===== config.mk =====
export PLATFORM = sky130hd
export DESIGN_NAME = lcd_window_stats
export DESIGN_NICKNAME = d
export VERILOG_FILES = /design/src/rtl/lcd_window_stats.sv
export SDC_FILE = /design/constraint.sdc
export NUM_CORES = 1
export LEC_CHECK = 0
export ABC_AREA = 0
export ABC_CLOCK_PERIOD_IN_PS = 2400
export CAP_MARGIN = 0
export CORE_UTILIZATION = 62
export CTS_CLUSTER_DIAMETER = 80
export DETAILED_ROUTE_END_ITERATION = 10
export DONT_BUFFER_PORTS = 1
export PLACE_DENSITY = 0.78
export SLEW_MARGIN = 20
export SYNTH_ARGS = -nofsm -noshare
export SYNTH_HDL_FRONTEND = slang
export SYNTH_SLANG_ARGS = --single-unit

===== constraint.sdc =====
create_clock -name clk -period 2.4 [get_ports clk]
set_input_delay 0.24 -clock clk [delete_from_list [all_inputs] [get_ports clk]]
set_output_delay 0.24 -clock clk [all_outputs]
set_load 0.01 [all_outputs]

===== src/rtl/lcd_window_stats.sv =====
// 3x3 window statistics for LCD controller bursts.
// Results are queued in a small FIFO and drained over valid/ready.
module lcd_window_stats #(
   parameter int DATA_W     = 8,
   parameter int FIFO_DEPTH = 2,
   parameter int THRESH     = 128
) (
   input  logic              clk,
   input  logic              reset,
   input  logic [DATA_W-1:0] pix_in,
   input  logic              pix_valid,
   output logic              res_valid,
   input  logic              res_ready,
   output logic [DATA_W+3:0] res_sum,
   output logic [DATA_W-1:0] res_min,
   output logic [DATA_W-1:0] res_max,
   output logic [3:0]        res_maxpos,
   output logic [3:0]        res_cnt,
   output logic              overflow,
   output logic              abort_err
);

   localparam int SW = DATA_W + 4;
   localparam int AW = (FIFO_DEPTH > 1) ? $clog2(FIFO_DEPTH) : 1;
   localparam logic [DATA_W-1:0] TH = DATA_W'(THRESH);

   typedef struct packed {
      logic [SW-1:0]     sum;
      logic [DATA_W-1:0] mn;
      logic [DATA_W-1:0] mx;
      logic [3:0]        pos;
      logic [3:0]        cnt;
   } res_t;

   typedef enum logic [1:0] {IDLE, COLLECT, PUSH} state_t;

   state_t        state;
   logic [3:0]    beats;
   res_t          acc;
   res_t          first;
   res_t          nxt;
   logic          gt;
   res_t          mem [FIFO_DEPTH];
   logic [AW-1:0] wr_ptr;
   logic [AW-1:0] rd_ptr;
   logic [AW:0]   count;
   logic          push;
   logic          pop;
   logic          full;
   logic          wr_en;

   assign gt = pix_in > TH;

   always_comb begin
      first     = '0;
      first.sum = SW'(pix_in);
      first.mn  = pix_in;
      first.mx  = pix_in;
      first.pos = 4'd0;
      first.cnt = {3'b000, gt};
      nxt       = acc;
      nxt.sum   = acc.sum + SW'(pix_in);
      nxt.cnt   = acc.cnt + {3'b000, gt};
      if (pix_in < acc.mn)
         nxt.mn = pix_in;
      // strict compare keeps the earliest index on ties
      if (pix_in > acc.mx) begin
         nxt.mx  = pix_in;
         nxt.pos = beats;
      end
   end

   always_ff @(posedge clk or negedge reset) begin
      if (!reset) begin
         state     <= IDLE;
         beats     <= 4'd0;
         acc       <= '0;
         abort_err <= 1'b0;
      end else begin
         abort_err <= 1'b0;
         unique case (state)
            IDLE: begin
               if (pix_valid) begin
                  acc   <= first;
                  beats <= 4'd1;
                  state <= COLLECT;
               end
            end
            COLLECT: begin
               if (pix_valid) begin
                  acc <= nxt;
                  if (beats == 4'd8) begin
                     beats <= 4'd0;
                     state <= PUSH;
                  end else begin
                     beats <= beats + 4'd1;
                  end
               end else begin
                  beats     <= 4'd0;
                  abort_err <= 1'b1;
                  state     <= IDLE;
               end
            end
            PUSH: begin
               if (pix_valid) begin
                  acc   <= first;
                  beats <= 4'd1;
                  state <= COLLECT;
               end else begin
                  state <= IDLE;
               end
            end
            default: state <= IDLE;
         endcase
      end
   end

   assign push      = (state == PUSH);
   assign res_valid = (count != '0);
   assign full      = (count == (AW+1)'(FIFO_DEPTH));
   assign pop       = res_valid && res_ready;
   assign wr_en     = push && (!full || pop);

   always_ff @(posedge clk or negedge reset) begin
      if (!reset) begin
         wr_ptr   <= '0;
         rd_ptr   <= '0;
         count    <= '0;
         overflow <= 1'b0;
         for (int i = 0; i < FIFO_DEPTH; i++)
            mem[i] <= '0;
      end else begin
         if (wr_en) begin
            mem[wr_ptr] <= acc;
            wr_ptr      <= wr_ptr + AW'(1);
         end
         if (push && full && !pop)
            overflow <= 1'b1;
         if (pop)
            rd_ptr <= rd_ptr + AW'(1);
         if (wr_en && !pop)
            count <= count + (AW+1)'(1);
         else if (!wr_en && pop)
            count <= count - (AW+1)'(1);
      end
   end

   assign res_sum    = mem[rd_ptr].sum;
   assign res_min    = mem[rd_ptr].mn;
   assign res_max    = mem[rd_ptr].mx;
   assign res_maxpos = mem[rd_ptr].pos;
   assign res_cnt    = mem[rd_ptr].cnt;

endmodule

# Yosys cells after proc, flatten, opt, wreduce, memory -nomap -nowiden
# Index checks and enable logic that the tools add are counted.
# W data, S select, Z words.
# classes
addsub	7
n_lt_le_gt_ge	6
n_eq_ne	10
n_mux	24
n_bitwise	2
reduce_logical	21
# ops
op	count
$mux W36	6
$bwmux W72	1
$pmux W36 S2	1
$demux W36 S1	1
$add A12 B8 Y12	1
$mux W12	1
$mux W4	3
$mux W2	5
$gt A8 B8 Y1	1
$gt A8 B8 Y1 const B	1
$lt A8 B8 Y1	1
$mux W8	1
$ne A2 B2 Y1 const B	4
$pmux W4 S2	1
$reduce_and A4 Y1	2
$logic_and A1 B1 Y1	7
$pmux W2 S3	1
$reduce_bool A2 Y1	3
$add A4 B1 Y4	1
$add A4 B1 Y4 const B	1
$eq A2 B2 Y1 const B	2
$eq A4 B4 Y1 const B	1
$ge A2 B2 Y1 const B	2
$not A1 Y2	2
other kinds (14)	20
# word_totals
regBits	120
output_inout_bits	39

# Depth between registers and ports, before layout
# Gate-level depths: netlist of run 1.
# depth
depth_word	8
mapped_depth	9
mapped_depth_nobuf	9

# Worst setup path after synthesis of run 1
# No wires, ideal clock.
# synth_timing
path_type	register to register
startpoint	reg acc[15] (netlist bit)
endpoint	reg acc[10] (netlist bit)
arrival_time_ns	1.910
t_required_ns	2.275
path_slack_ns	0.365
stages_incl_launch_ff	10
path_buffers	1
synth_period_minus_slack_ns	2.035
cell_sequence	dfrtp_1 > inv_1 > ha_1 > a21oi_1 > o21ai_2 > nand3b_2 > o2111ai_4 > and2_4 > buf_6 > mux2_4
# synth_between
elab_chain_len	3
# synth_rtl
item	line_no	text
start: declaration	39	res_t acc;
start signal: assignment	84	acc <= first;
start signal: assignment	91	acc <= nxt;
start signal: assignment	106	acc <= first;
$gt A8 B8 Y1	67	if (pix_in > acc.mx) begin
$ne A2 B2 Y1 (no source line)	-	
$reduce_and A4 Y1 (no source line)	-	
# Every way passes these cells.
# A chain may end at the register's enable or synchronous reset.

# Worst setup path in the final report of run 1
# layout_timing
startpoint	reg acc[15] (netlist bit)
endpoint	reg acc[15] (netlist bit)
# Same word-level chain as after synthesis.

==> results.cfg, run 1 <==
[clock_tree]
cts_tree = built
post_cts_resized = 0
postCtsHoldBufs = 9
clk_pin_slew_ns = 0.06
cts-root-buf = clkbuf_8
cts_buffers = 17
clk_latency_ns = 0.52
clock_path_buffers = 2
htreeDepth = 4
cts.sinks = 120
cts_setup_buffers = 0

[logic_synthesis]
synth_edf_count = 0
synth_fa_ha_area_frac = 0.06132
yosys_warnings = 0
syn_nets = 539
synth_seq_cells = 120
synth_top_family_by_area = multiplexers
synth_flop_cell = dfrtp_1
syn_area_sq_um = 6040
syn_inst = 498
synthSimpleGateAreaFrac = 0.07541
avgSynthCellArea_sq_um = 12.13
synthArstFlopShare = 1.000
synth_seq_area_share = 0.4972
synth_compound_area_frac = 0.09882
synth-xor-area-share = 0.01450
yosysUniqueCellTypes = 61
synth_mux_area_frac = 0.2177

[routing]
first_pass_iters = 4
drt-initial-drc-count = 198
drt-vias-per-instance = 5.995
post-route-drc-count = 0
via_count = 3951
dr_wl_met2_um = 6267
post_drt_wl_per_cell_um = 19.58
drt-total-wl_um = 12900
route.antenna.remaining_nets = 0
m1WireLength_um = 5612
highest_layer = met4
wl_met3_um = 662

[placement]
dp_hpwl_um = 7870
place_congestion = 0.8508
dpl_cell_area_sq_um = 6165
port_buffers = 0
dp_worst_setup_slack_ns = 0.2344

[layout]
drive_above_1_share = 0.3081
stdcell_area_sq_um = 6890
layout.nets = 557
area_delta_synth_final_pct = 14.09
num-fill-cells = 597
layout_commonest_cell = dfrtp_1
final_cell_mix = dfrtp_1, mux2_2, nand2_1, o21ai_0, ha_1

[sta]
hold_ws_ns = -0.5851
fmax_ghz = 0.4556
finalHoldViolations = 120
worst_slack_ns = 0.2049
worst_pin_slew_ns = 0.6164
min_period_over_period = 0.9146
drv_slew = 0
finalSetupViolations = 0
fin_tns_setup_ns = 0
skew_ns = 0.005591
fin_crit_ns = 2.195
grt_setup_unrepaired = false
relSlewSlack = 0.5881

[power_and_ir_drop]
cellLeakagePower_nw = 3.369
netSwitchingFraction = 0.2996
peakVddDrop_mv = 0.5590
pwr-share-seq = 0.373
combPwrFrac = 0.237
p_clk_frac = 0.389
power_switching_mw = 2.074
cellPowerDensity_nw_per_um2 = 1005
p_int_mw = 4.848

[run_status]
violations = hold timing
outcome = complete, but fails checks

[global_routing]
grt-ovfl-total = 0
grt_max_degree = 121
track_usage = 0.2780
grt_pass1_vias = 4150
antenna_found_initial = 1
grt_pass1_wl_um = 20980

[flow_run]
maxCapViolations = 0

[setup_path]
cp_max_fo = 8
worstPathCellList = inv_1 > ha_1 > a21oi_1 > o21ai_2 > nand3b_2 > o2111ai_4 > and2_4 > mux2_4
crit_arrival_ns = 2.60
cp-start-kind = flip-flop
critPathKind = reg -> reg
crit_slowest_cell = dfrtp_1
reg2reg_depth = 8
crit_buf_inv = 1
path_delay_family = simple AND/OR/NAND/NOR gates
path_depth = 8
crit_required_ns = 2.80
critical-path-max-stage-delay_ns = 0.37
cp-end-kind = flip-flop

[hold_path]
min_path_type = in -> async

[die]
die_h_um = 100.7
initial_utilization = 0.6475
ios = 51
dieArea_sq_um = 10140
core_area_sq_um = 9328
rows = 35
die-width_um = 100.7
[cells in the mapped netlist, drive strengths merged, types with 6 or more instances]
library cell / count / area share
ha: 28 / 0.058
dfrtp: 120 / 0.50
nand3: 7 / 0.0058
nand2: 40 / 0.025
clkbuf: 12 / 0.011
a21oi: 16 / 0.013
xor2: 6 / 0.0087
inv: 23 / 0.014
mux2: 105 / 0.20
o21ai: 36 / 0.032
nor2: 13 / 0.0093
mux2i: 11 / 0.018
buf: 8 / 0.0093
[power by group through the flow]
stage | sequential, mW | combinational (mW) | clock (mW)
3_5_place_dp | 2.61 | 1.58 | 0
6_report | 2.58 | 1.64 | 2.69
5_1_grt | 2.64 | 1.79 | 2.81
2_1_floorplan | 2.52 | 1.32 | 0
3_3_place_gp | 2.59 | 1.50 | 0
4_1_cts | 2.58 | 1.63 | 2.72
[state kept, by name, indices dropped and copies added, names as in the netlist]
| register | cells |
|---|---|
| rd_ptr | 1 |
| wr_ptr | 1 |
| count | 2 |
| state | 2 |
| abort_err | 1 |
| overflow | 1 |
| acc | 36 |
| mem | 72 |
| beats | 4 |
[worst paths after layout]
check                      startpoint       end  slack [ns]
setup / recovery              acc[15]   acc[15]        0.20
hold / removal                  reset   mem[37]       -0.59
max in group asynchronous       reset   mem[26]        2.84
hold reg to reg               mem[20]   mem[20]        0.48
min in group clk            pix_valid  beats[1]        0.02
setup reg to reg              acc[15]   acc[15]        0.20
[through the flow]
step | hold WS (ns) | power, mW | instances | util
after global placement | -0.05131 | 4.096 | 617 | 0.6609
after floorplan | -0.05559 | 3.838 | 498 | -
after detailed placement | -0.05211 | 4.192 | 617 | 0.6609
after CTS | -0.5988 | 6.930 | 658 | 0.7384
final | -0.5851 | 6.922 | 659 | 0.7387
after global routing | -0.6072 | 7.241 | 659 | 0.7387
[cells by family (layout without fill, tap and decap cells)]
family	after synthesis	in the layout
AND/OR/NAND/NOR	90	90
multiplexers	116	116
flip-flops	120	120
buffers and inverters	44	75
adder cells (fa/ha/maj)	29	29
other	0	1
XOR/XNOR	10	10
AO/OA/AOI/OAI	89	89
[cell type report]
type	instances	area, sq um	share of cell area
Sequential cell	120	3003	0.4358
Multi-Input combinational cell	334	2835	0.4115
Clock buffer	19	441.7	0.06410
Clock inverter	13	191.4	0.02778
Timing Repair Buffer	19	165.2	0.02397
Tap cell	129	161.4	0.02342
Inverter	24	90.09	0.01307
Antenna cell	1	2.502	0.0003632
[layer usage]
layer | vias up | global-route usage
met5 | - | 0
met4 | 0 | 0.1137
met3 | 33 | 0.08599
met2 | 105 | 0.4536
met1 | 1989 | 0.3456
li1 | 1824 | -
No activity file was read; power rests on OpenSTA's default activity.
==> inputs of run 2 (changes only) <==
- ABC_AREA: 0 -> default
==> results of run 2 <==
Final layout, timing and power as in run 1 (identical DEF).
==> inputs of run 3 (changes only) <==
- ABC_CLOCK_PERIOD_IN_PS: 2400 -> default
==> results of run 3 <==
Final layout, timing and power as in run 1 (identical DEF).
